===== config.mk =====
export PLATFORM = sky130hd
export DESIGN_NAME = joy_serial_reader
export DESIGN_NICKNAME = d
export VERILOG_FILES = /design/src/rtl/joy_serial_reader.sv
export SDC_FILE = /design/constraint.sdc
export NUM_CORES = 1
export LEC_CHECK = 0
export BUFFER_PORTS_ARGS = -buffer_cell sky130_fd_sc_hd__buf_4
export CAP_MARGIN = 20
export CORE_MARGIN = 1
export CORE_UTILIZATION = 50
export CTS_BUF_LIST = sky130_fd_sc_hd__clkbuf_8
export DETAILED_ROUTE_END_ITERATION = 10
export GPL_ROUTABILITY_DRIVEN = 0
export PLACE_DENSITY = 0.72
export SLEW_MARGIN = 20
export SYNTH_ARGS = -nofsm -noshare
export SYNTH_HDL_FRONTEND = slang
export SYNTH_SLANG_ARGS = --single-unit

===== constraint.sdc =====
create_clock -name clk_sys -period 2.45 [get_ports clk_sys]
set_input_delay 0.49 -clock clk_sys [delete_from_list [all_inputs] [get_ports clk_sys]]
set_output_delay 0.49 -clock clk_sys [all_outputs]
set_load 0.01 [all_outputs]

===== src/rtl/joy_serial_reader.sv =====
// Reads a daisy-chained 74HC165-style joystick chain and publishes one word per channel every frame.
// Define JOY_DEBOUNCE_EN to publish a frame only when it repeats the previously completed frame.
`timescale 1ns/1ps
module joy_serial_reader #(
   parameter int NUM_CH      = 2,
   parameter int BITS        = 12,
   parameter int DIV         = 8,
   parameter int ACTIVE_HIGH = 0
) (
   input  logic                   clk_sys,
   input  logic                   reset_n,
   output logic                   joy_clk,
   output logic                   joy_load,
   input  logic                   joy_data,
   output logic [NUM_CH*BITS-1:0] joy_out,
   output logic                   frame_stb
);
   localparam int TOTAL = NUM_CH * BITS;
   localparam int DW    = $clog2(DIV);
   localparam int SW    = $clog2(TOTAL + 1);
   localparam logic [TOTAL-1:0] RELEASED  = (ACTIVE_HIGH != 0) ? {TOTAL{1'b0}} : {TOTAL{1'b1}};
   localparam logic [DW-1:0]    DCNT_LAST = DW'(DIV - 1);
   localparam logic [SW-1:0]    SLOT_LAST = SW'(TOTAL);
   localparam logic [SW-1:0]    SLOT_ZERO = {SW{1'b0}};

   logic [DW-1:0]    dcnt;
   logic             phase;
   logic             sync_a;
   logic             sd;
   logic [SW-1:0]    slot;
   logic [TOTAL-1:0] sreg;
   logic [TOTAL-1:0] sreg_next;
   logic [TOTAL-1:0] frame_val;
   logic             div_end;
   logic             rise;
   logic             fall;
   logic             last_sample;
   logic             take;
`ifdef JOY_DEBOUNCE_EN
   logic [TOTAL-1:0] prev;
`endif

   // Phase edges, next shift-register value and the capture decision
   always_comb begin
      div_end = (dcnt == DCNT_LAST);
      rise    = div_end & ~phase;
      fall    = div_end & phase;
      if (rise && (slot != SLOT_ZERO)) begin
         sreg_next = (sreg << 1) | TOTAL'(sd);
      end else begin
         sreg_next = sreg;
      end
      last_sample = rise & (slot == SLOT_LAST);
      frame_val   = (ACTIVE_HIGH != 0) ? ~sreg_next : sreg_next;
`ifdef JOY_DEBOUNCE_EN
      take = last_sample & (sreg_next == prev);
`else
      take = last_sample;
`endif
   end

   // Divider, slot sequencing, synchroniser and the published word (captured on the final sample edge)
   always_ff @(posedge clk_sys or negedge reset_n) begin
      if (!reset_n) begin
         dcnt      <= {DW{1'b0}};
         phase     <= 1'b0;
         slot      <= SLOT_ZERO;
         joy_load  <= 1'b1;
         sync_a    <= 1'b1;
         sd        <= 1'b1;
         sreg      <= {TOTAL{1'b1}};
         joy_out   <= RELEASED;
         frame_stb <= 1'b0;
      end else begin
         dcnt  <= div_end ? {DW{1'b0}} : dcnt + DW'(1);
         phase <= phase ^ div_end;
         if (fall) begin
            slot <= (slot == SLOT_LAST) ? SLOT_ZERO : slot + SW'(1);
         end
         joy_load  <= (slot != SLOT_ZERO);
         sync_a    <= joy_data;
         sd        <= sync_a;
         sreg      <= sreg_next;
         frame_stb <= take;
         if (take) begin
            joy_out <= frame_val;
         end
      end
   end

`ifdef JOY_DEBOUNCE_EN
   // Shadow of the last completed frame, refreshed every frame
   always_ff @(posedge clk_sys or negedge reset_n) begin
      if (!reset_n) begin
         prev <= {TOTAL{1'b1}};
      end else if (last_sample) begin
         prev <= sreg_next;
      end
   end
`endif

   assign joy_clk = phase;
endmodule

Yosys cells after proc, flatten, opt, wreduce, memory -nomap -nowiden. Cells that the tools add are included. W data, S select, Z words.

Register bits: 61. Word-level logic and storage cells: 24. Output and inout port bits: 27.

Reduce and logical (&&, ||, !) cells: 2. Add/subtract/negate cells: 2. Bitwise gates (word level): 6. Mux-type cells: 3. Equality and inequality tests: 2.

Operators with widths (count): $mux W24 (1); $or A24 B1 Y24 (1); $add A5 B1 Y5 const B (1); $eq A5 B5 Y1 const B (1); $mux W5 (1); $reduce_bool A5 Y1 (1); $add A3 B1 Y3 const B (1); $and A1 B1 Y1 (3); $eq A3 B3 Y1 const B (1); $mux W3 (1); $logic_and A1 B1 Y1 (1); $not A1 Y1 (1); $xor A1 B1 Y1 (1).

Longest topological paths before layout.
Word-level depth: 4. Gate-level depth with buffers: 7. Depth with buffers taken out: 6.

Worst setup path before layout. OpenSTA, ideal clock, no wires.

Kind: register to register. Start point: register dcnt[0]. End point: register joy_out[10]. Setup time: 0.082 ns. Setup slack: 0.664 ns. Buffers on the path: 1. Cell stages (with the launch flop): 7. Clock period less this slack: 1.786 ns. Data arrival time: 1.704 ns. Cells stage by stage: dfrtp_1 > ha_1 > ha_1 > ha_1 > nand3_2 > buf_2 > mux2_2.

Word-level cells in the longest chain between the ends: 4.

RTL lines: start, declared (RTL line 26) `logic [DW-1:0] dcnt;`; start signal, assigned (RTL line 65) `dcnt <= {DW{1'b0}};`; start signal, assigned (RTL line 75) `dcnt <= div_end ? {DW{1'b0}} : dcnt + DW'(1);`; $eq A3 B3 Y1 (*) (RTL line 45) `div_end = (dcnt == DCNT_LAST);`; $and A1 B1 Y1 (*) (RTL line 46) `rise = div_end & ~phase;`; $logic_and A1 B1 Y1 (RTL line 48) `if (rise && (slot != SLOT_ZERO)) begin`; $mux W24 (RTL line 48); end signal, assigned (RTL line 86) `joy_out <= frame_val;`; end, declared (RTL line 15) `output logic [NUM_CH*BITS-1:0] joy_out,`.

Mark *: on every way between the ends. The rest lies on a longest branch, timed or not. A chain may end at the register's enable or synchronous reset.

Worst setup path after layout.
Start point: register dcnt[0]. End point: register joy_out[19].

The elaborated chain is that of the path after synthesis.

==> metrics.cfg <==
[clocking]
ctsHoldBuffers = 0
clockBufferDepth = 2
cts_root_buffer = clkbuf_8
htreeDepth = 3
insertion_delay_ps = 330
path_clk_slew_ps = 70
cts_tree = yes
cts_made_buffers = 9
post_cts_resized = 0
postCtsSetupRepairBufs = 0
clkSinkCount = 60

[layout]
layout_commonest_cell = dfstp_2
syn_to_final_growth_pct = 18.2
final_cell_count_no_fill = 254
drive_above_1_share_pct = 78.6
multiInputGateArea_um2 = 838
layout_common_cells = dfstp_2 (50), buf_4 (29), mux2_2 (27)
final_nets = 191
area.sequential_mm2 = 0.00156
nFillCells = 372
diodes = 0

[pwr]
internal_power_uw = 1520
power_density_mw_per_mm2 = 650
irDropWorstVdd_uv = 355
power_frac_comb_pct = 1.1
swShare_pct = 20.0
p_leak_uw = 0.00139
p_clk_share_pct = 46.2
pwr-share-seq_pct = 52.7
p_switching_uw = 382

[routing]
vias = 1292
drt_iter0_markers = 40
avgViaCountPerCell = 5.09
ant_nets = 0
drc = 0
firstDrtPassIters = 4
wl_per_cell_um = 15.0
wl_um = 3820

[min_path]
hold_class = in -> async

[timing]
tightestPinTransition_ps = 707
min_period_over_period_pct = 85.3
finalSetupTns_ps = 0
setup_viol = 0
slew_viol_final = 0
rsz0062_at_grt = false
hold_viol = 0
skew_ps = 9.27
max_slew_margin_pct = 52.9
fmax_mhz = 478
finalCriticalPeriod_ps = 2090

[status]
status = finished clean

[critical_path]
rrSetupSlack_ps = 360
crit_buf_inv = 0
reg2reg_from = dcnt[0]
critical_path_class = reg -> reg
path_max_fanout = 25
slowest_stage = nand3_2
crit_path_cell_trace = ha_1 > ha_1 > ha_1 > nand3_2 > mux2_2
cpLargestDelayFamily = adder cells
cp-end-kind = flop
r2r_end = joy_out[19]
cp_data_arrival_time_ps = 2340
cp.required_ps = 2700
worst_r2r_path_depth = 5
crit_top_cell = ha_1
critPathLaunchType = flop
slowest_delay_ps = 530

[global_route]
antenna_found_initial = 0
grt_pass1_wl_um = 6060
track_usage_pct = 16.2
grt-ovfl-total = 0
grt_pass1_vias = 1209
grt_max_degree = 61

[floorplan]
initial_utilization_pct = 52.1
core_area_mm2 = 0.00475
die_y_um = 72.4
pin_count = 30
dieArea_mm2 = 0.00524
rows = 25
die-width_um = 72.4

[placement]
dpl.hpwl_um = 2400
port_buffers = 29
dp_cells = 238

[synth]
synth-edff-count = 0
syn_inst = 147
ys_types = 25
syn-num-nets = 156
ys_seq_elements = 60
yosys_warnings = 0
synth.avg_cell_area_um2 = 16.9
synth_top_flop_cell = dfstp_2
netlist_area_mm2 = 0.00248
ys_seq_area_share_pct = 63.1
synth_async_sr_flop_share_pct = 100

[job]
cap_violations = 0

## per-stage QoR
step | cell area [um^2] | power [uW] | util, % | hold WS [ps] | setup slack, ps
2_1_floorplan | 2480 | 1020 | - | 194 | 664
3_3_place_gp | 2730 | 1040 | 57.3 | 347 | 444
3_5_place_dp | 2730 | 1040 | 57.3 | 348 | 360
4_1_cts | 2930 | 1930 | 61.6 | 222 | 332
5_1_grt | 2930 | 1990 | 61.6 | 238 | 179
6_report | 2930 | 1900 | 61.6 | 206 | 360
## cells by family after synthesis
logic type	share of synthesized area, %
adder cells (fa/ha/maj)	3.03
multiplexers	24.4
flip-flops	63.1
AO/OA/AOI/OAI	2.12
AND/OR/NAND/NOR	4.29
buffers and inverters	3.08
## power by group through the flow
stage	Clock, uW	Combinational, uW	Sequential (uW)
after floorplan	0	1.58	1020
after global placement	0	21.0	1020
after detailed placement	0	22.6	1020
after CTS	909	22.8	1000
after global routing	957	25.8	1000
final	879	21.1	1000
## layer usage
layer	wire length (um)	global-route usage (%)	vias to the layer above
li1	-	-	588
met1	1750	21.3	661
met2	1800	22.2	33
met3	185	7.36	10
met4	76	9.15	0
met5	0	0	-
## cell usage after synthesis, types with 2 or more instances
master | instances | area, um^2
buf_12 | 2 | 40.0
dfstp_2 | 50 | 1310
dfrtp_1 | 10 | 250
nand2_1 | 2 | 7.51
mux2_2 | 27 | 304
o21ai_0 | 4 | 20.0
nor2b_1 | 2 | 12.5
mux2_4 | 20 | 300
buf_2 | 2 | 10.0
ha_1 | 6 | 75.1
nand3_1 | 3 | 15.0
inv_1 | 6 | 22.5
## how the worst max path moves through the flow
stage	cells after the start	slack (ps)	start	to
CTS	5	330	dcnt[0]	joy_out[19]
global placement	5	440	dcnt[0]	joy_out[21]
global route	5	180	dcnt[0]	joy_out[19]
finish	5	360	dcnt[0]	joy_out[19]
floorplan	6	660	dcnt[0]	joy_out[10]
detailed placement	5	360	dcnt[0]	joy_out[19]
## layout make-up
class                           count  area share [%]
Tap cell                           67            2.86
Inverter                            6           0.769
Clock buffer                       11            5.17
Multi-Input combinational cell     76            28.6
Sequential cell                    60            53.4
Clock inverter                      5            1.75
Timing Repair Buffer               29            7.43
## registers in the layout, indices dropped and copies added (netlist names)
signal and cells:
joy_load 1, dcnt 3, sreg 23, joy_out 24
joy_clk 1, sd 1, sync_a 1, frame_stb 1
slot 5
Power figures use the tool's default switching activity.
